===== config.mk =====
export PLATFORM = sky130hd
export DESIGN_NAME = data_ram_arbiter
export DESIGN_NICKNAME = d
export VERILOG_FILES = /design/src/rtl/data_ram_arbiter.sv
export SDC_FILE = /design/constraint.sdc
export NUM_CORES = 1
export LEC_CHECK = 0
export CAP_MARGIN = 20
export CORE_ASPECT_RATIO = 1.25
export CORE_MARGIN = 1
export CORE_UTILIZATION = 41
export CTS_BUF_LIST = sky130_fd_sc_hd__clkbuf_8
export CTS_CLUSTER_DIAMETER = 80
export DETAILED_ROUTE_END_ITERATION = 16
export PLACE_DENSITY = 0.82
export SYNTH_ARGS = -nofsm -noshare
export SYNTH_HDL_FRONTEND = slang
export SYNTH_SLANG_ARGS = --single-unit

===== constraint.sdc =====
create_clock -name clk -period 2.05 [get_ports clk]
set_input_delay 0.41 -clock clk [delete_from_list [all_inputs] [get_ports clk]]
set_output_delay 0.41 -clock clk [all_outputs]
set_load 0.03 [all_outputs]

===== src/rtl/data_ram_arbiter.sv =====
// rtl/data_ram_arbiter.sv - round-robin two-master arbiter and single-cycle sequencer for data_ram
module data_ram_arbiter #(
    parameter int DEPTH = 1024,
    parameter int AW    = 32
) (
    input  logic          clk,
    input  logic          rst_n,
    input  logic          m0_req,
    input  logic          m0_we,
    input  logic [AW-1:0] m0_addr,
    input  logic [31:0]   m0_wdata,
    input  logic          m1_req,
    input  logic          m1_we,
    input  logic [AW-1:0] m1_addr,
    input  logic [31:0]   m1_wdata,
    output logic          m0_gnt,
    output logic          m0_ack,
    output logic          m0_err,
    output logic [31:0]   m0_rdata,
    output logic          m1_gnt,
    output logic          m1_ack,
    output logic          m1_err,
    output logic [31:0]   m1_rdata,
    output logic          ram_we,
    output logic          ram_re,
    output logic [AW-1:0] ram_a,
    output logic [31:0]   ram_wd,
    input  logic [31:0]   ram_rd
);

    typedef enum logic {IDLE, ACCESS} state_t;

    localparam logic [AW-1:0] DEPTH_W = AW'(DEPTH);

    state_t        state;
    logic          owner;
    logic          last;
    logic          cmd_we;
    logic          cmd_bad;

    logic          in_access;
    logic          el0;
    logic          el1;
    logic          win_valid;
    logic          win;
    logic          win_we;
    logic [AW-1:0] win_addr;
    logic [31:0]   win_wdata;
    logic          win_bad;

    // The owner of the current access is masked so it cannot be granted twice in a row.
    always_comb begin
        in_access = (state == ACCESS);
        el0       = m0_req & ~(in_access & ~owner);
        el1       = m1_req & ~(in_access & owner);
        win_valid = el0 | el1;
        win       = (el0 & el1) ? ~last : el1;
        win_we    = win ? m1_we    : m0_we;
        win_addr  = win ? m1_addr  : m0_addr;
        win_wdata = win ? m1_wdata : m0_wdata;
        win_bad   = (win_addr[1:0] != 2'b00) || ({2'b00, win_addr[AW-1:2]} >= DEPTH_W);
    end

    always_ff @(posedge clk or negedge rst_n) begin
        if (!rst_n) begin
            state    <= IDLE;
            owner    <= 1'b0;
            last     <= 1'b1;
            cmd_we   <= 1'b0;
            cmd_bad  <= 1'b0;
            ram_a    <= '0;
            ram_wd   <= '0;
            ram_we   <= 1'b0;
            ram_re   <= 1'b0;
            m0_gnt   <= 1'b0;
            m1_gnt   <= 1'b0;
            m0_ack   <= 1'b0;
            m1_ack   <= 1'b0;
            m0_err   <= 1'b0;
            m1_err   <= 1'b0;
            m0_rdata <= '0;
            m1_rdata <= '0;
        end else begin
            m0_ack <= in_access & ~owner;
            m1_ack <= in_access & owner;
            m0_err <= in_access & ~owner & cmd_bad;
            m1_err <= in_access & owner & cmd_bad;
            // Stores leave the owner's read data untouched; bad loads return zero.
            if (in_access && !cmd_we) begin
                if (owner) begin
                    m1_rdata <= cmd_bad ? 32'h0 : ram_rd;
                end else begin
                    m0_rdata <= cmd_bad ? 32'h0 : ram_rd;
                end
            end
            if (win_valid) begin
                state   <= ACCESS;
                owner   <= win;
                last    <= win;
                cmd_we  <= win_we;
                cmd_bad <= win_bad;
                ram_a   <= win_addr;
                ram_wd  <= win_wdata;
                ram_we  <= win_we & ~win_bad;
                ram_re  <= ~win_we & ~win_bad;
                m0_gnt  <= ~win;
                m1_gnt  <= win;
            end else begin
                state   <= IDLE;
                ram_we  <= 1'b0;
                ram_re  <= 1'b0;
                m0_gnt  <= 1'b0;
                m1_gnt  <= 1'b0;
            end
        end
    end

endmodule

Word level (Yosys, flattened, before mapping)
Cells that the tools add are included.
- bitwise gates (word level): 17
- magnitude comparators: 1
- reductions and logical operators: 6
- muxes and demuxes: 10
- operators by type and width (cell ; number):
    $mux 32 ; 3
    $ge 30x11->1 const B ; 1
    $and 1x1->1 ; 9
    $mux 1 ; 7
    $not 1->1 ; 7
    $reduce_and 2->1 ; 2
    $reduce_bool 2->1 ; 1
    $logic_and 1x1->1 ; 1
    $logic_not 1->1 ; 1
    $logic_or 1x1->1 ; 1
    $or 1x1->1 ; 1
- register bits: 141
- logic and storage cells: 51
- bits of input ports: 166
- output and inout bits: 136

Logic depth before layout (Yosys ltp)
- depth after elaboration: 12
- mapped depth: 7
- depth with buffers taken out: 5

Worst setup path after synthesis
No wires, ideal clock.
- path kind: input -> register
- from: input port m0_addr[14]
- to: register cmd_bad
- path buffers: 0
- data arrival time: 1.549 ns
- library setup time: 0.126 ns
- data required time: 1.924 ns
- slack: 0.375 ns
- stages: 4
- cells stage by stage: or4_1 a2111o_1 a21oi_2 a21oi_1
- cells in the longest elaborated chain, start to end: 3
- ends and longest elaborated chain (element ; RTL line ; text):
    from (decl) ; 10 ; input logic [AW-1:0] m0_addr,
    $mux 32 ; 59 ; win_addr = win ? m1_addr : m0_addr;
    $ge 30x11->1 ; 61 ; win_bad = (win_addr[1:0] != 2'b00) || ({2'b00, win_addr[AW-1:2]} >= DEPTH_W);
    $logic_or 1x1->1 ; 61 ;
    to (signal assigned) ; 101 ; cmd_bad <= win_bad;
    to (decl) ; 39 ; logic cmd_bad;
No other way between the ends.
A chain may end at the register's enable or synchronous reset.

Final worst setup path
- from: register ram_a[28]
- to: output port ram_a[28]
- RTL lines (element ; RTL line ; text):
    from (decl) ; 26 ; output logic [AW-1:0] ram_a,
    from (signal assigned) ; 102 ; ram_a <= win_addr;
No word-level cell between the ends.

==> flow_summary.toml <==
[status]
run_status = "finished clean"

[clocking]
numCtsBuffers = 17
post_cts_buffers = 0
clkTransAtPathRegs_ns = 0.09
clk_latency_ns = 0.44
cts_hold_buf = 1
cts_tree = "yes"
htree_levels = 4
cts_resized = 0
cts.sinks = 141
root_buffer = "clkbuf_8"
clock_path_buffers = 2

[synthesis]
netlist_top_cells_area = "dfrtp_1 60%, o21ai_0 8.1%, nand2_1 6.2%"
syn_avg_cell_area_um2 = 10.8
synth_top_area_share_pct = 59.6
synth_edf_count = 0
synth_warnings = 0
syn_area_um2 = 5880
seq_area_frac_synth_pct = 60.0
synth_cell_types = 33
synth_top_area_cell = "dfrtp_1"
synth_seq_cells = 141
syn-num-nets = 711
synthArstFlopShare_pct = 100
synthFlopType = "dfrtp_1"
syn_inst = 545

[timing]
fin_skew_ns = 0.0141
tightestPinTransition_ns = 0.542
timing.setup.tns_ns = 0
hold_ws_ns = 0.484
layout_setup_ws_ns = 0.110
maxSlewHeadroom_pct = 63.9
setup_viol = 0
hold_viol_final = 0
final.period_utilization_pct = 94.6
report.final.slew_viol_count = 0
max_freq_mhz = 515
fin_crit_ns = 1.94
grt_setup_unrepaired = "false"

[drt]
vias = 5408
viasPerCell = 5.21
drc = 0
wire_per_inst_um = 17.8
ant_nets = 0
routed_wl_um = 18500
drt_pass1_iterations = 4
dr.first_iter.drc_count = 259

[cells_and_area]
fin_area_um2 = 9610
diodes = 0
multi_input_comb_area_um2 = 2190
fin_util_pct = 69.0
drive_gt1_share_pct = 7.42
syn_to_final_growth_pct = 63.4
final_common_cell = "clkdlybuf4s50_1"
seqCellArea_um2 = 3530
fill_cells = 1053
final_nets = 1016
final_cell_mix = "300 x clkdlybuf4s50_1, 140 x dfrtp_1, 97 x nand2_1"

[grt]
grt_max_degree = 64
overflow = 0
grt.total_usage_pct = 25.8
antenna_found_initial = 0
grt_pass1_vias = 5768
grt_pass1_wl_um = 28900

[floorplan]
core_um2 = 13900
start_util_pct = 42.2
die_h_um = 136
rows = 48
chipWidth_um = 109
io_pins = 302
dieArea_um2 = 14800

[critical_path]
crit_path_max_fanout = 2
worst_path_max_delay_cell = "clkdlybuf4s50_1"
r2r-start = "owner"
startpoint = "ram_a[28]"
start_kind = "flip-flop"
critPathKind = "reg -> out"
required_ns = 1.64
crit_family = "buffers and inverters"
path_buf_inv = 1
endpoint_kind = "output port"
crit_chain = "clkdlybuf4s50_1"
slowest_delay_ns = 0.74
arrival_ns = 1.53

[placement]
routabilityCongestion = 0.860
hpwl_um = 14300
postPlaceCellArea_um2 = 9200
portBuffers = 301
pre_cts_slack_ns = -0.210

[hold_path]
worstHoldPathType = "reg -> reg"
worstHoldStart = "m0_rdata[14]"

[pwr]
combPwrFrac_pct = 36.5
switching_share_pct = 35.9
leakagePower_nw = 4.25
vdd_drop_max_uv = 577
power_density_nw_per_um2 = 938
pwr-share-clk_pct = 25.0
power_frac_seq_pct = 38.5
p_int_mw = 5.78
switchingPower_mw = 3.24

[run]
maxCapViolations = 0
==> power groups by stage <==
stage | registers [mW] | logic (mW) | clock network [mW]
final | 3.47 | 3.29 | 2.25
after global routing | 3.52 | 3.49 | 2.41
after CTS | 3.47 | 3.31 | 2.29
after detailed placement | 3.51 | 3.30 | 0
after global placement | 3.49 | 3.22 | 0
after floorplan | 4.30 | 0.896 | 0
==> routing by layer <==
metal / part of all wire [%] / track usage (%) / vias up / wire [µm]
met5: 0 / 0 / - / 0
met4: 4.4 / 14.0 / 0 / 818
met3: 8.0 / 8.49 / 60 / 1480
met2: 52 / 45.6 / 255 / 9550
met1: 36 / 26.5 / 2588 / 6650
li1: - / - / 2505 / -
==> synthesized netlist by cell type (all sizes together) (2+ instances only) <==
cell,n
clkbuf,22
nor4,9
a31oi,2
buf,15
a22o,32
nor3,2
nand2b,35
inv,4
dfrtp,140
a21o,32
mux2i,33
o21ai,97
nor2,6
nand4,3
a21oi,2
o21a,2
and2,2
nand2,98
==> final cells by class <==
cell class	instances	share of cell area (%)
clock buffers	20	2.86
flip-flops and latches	141	36.7
well taps	175	2.28
clock inverters	12	1.30
repair buffers	323	33.9
multi-input cells	363	22.8
inverters	4	0.156
==> cells by family (layout without fill, tap and decap cells) <==
logic type	Yosys count	after routing	share of synthesized area, %
simple gates	160	160	12.8
buf+inv	41	359	3.00
compound gates	170	170	18.5
mux	33	33	5.62
flops	141	141	60.0
==> flip-flops by register name, indices dropped and copies added (netlist names) <==
register and flops:
cmd_bad 1, cmd_we 1, in_access 1, last 1, m0_ack 1, m0_err 1
m0_gnt 1, m0_rdata 32, m1_ack 1, m1_err 1, m1_gnt 1, m1_rdata 32
owner 1, ram_a 32, ram_re 1, ram_wd 32, ram_we 1
==> final timing paths <==
kind,endpoint,slack (ns),depth (start not counted)
max in group asynchronous,last,0.90,3
max reg2reg,m0_rdata[31],0.38,5
min,m0_rdata[14],0.48,2
min reg2reg,m0_rdata[14],0.48,2
max,ram_a[28],0.11,1
min in group asynchronous,m1_rdata[22],0.50,2
==> per-stage QoR <==
stage / total power [mW] / std cells
after floorplan: 5.19 / 545
after CTS: 9.07 / 1038
after global routing: 9.42 / 1038
after detailed placement: 6.81 / 1005
after global placement: 6.72 / 1005
final: 9.01 / 1038
Power figures use the tool's default switching activity.
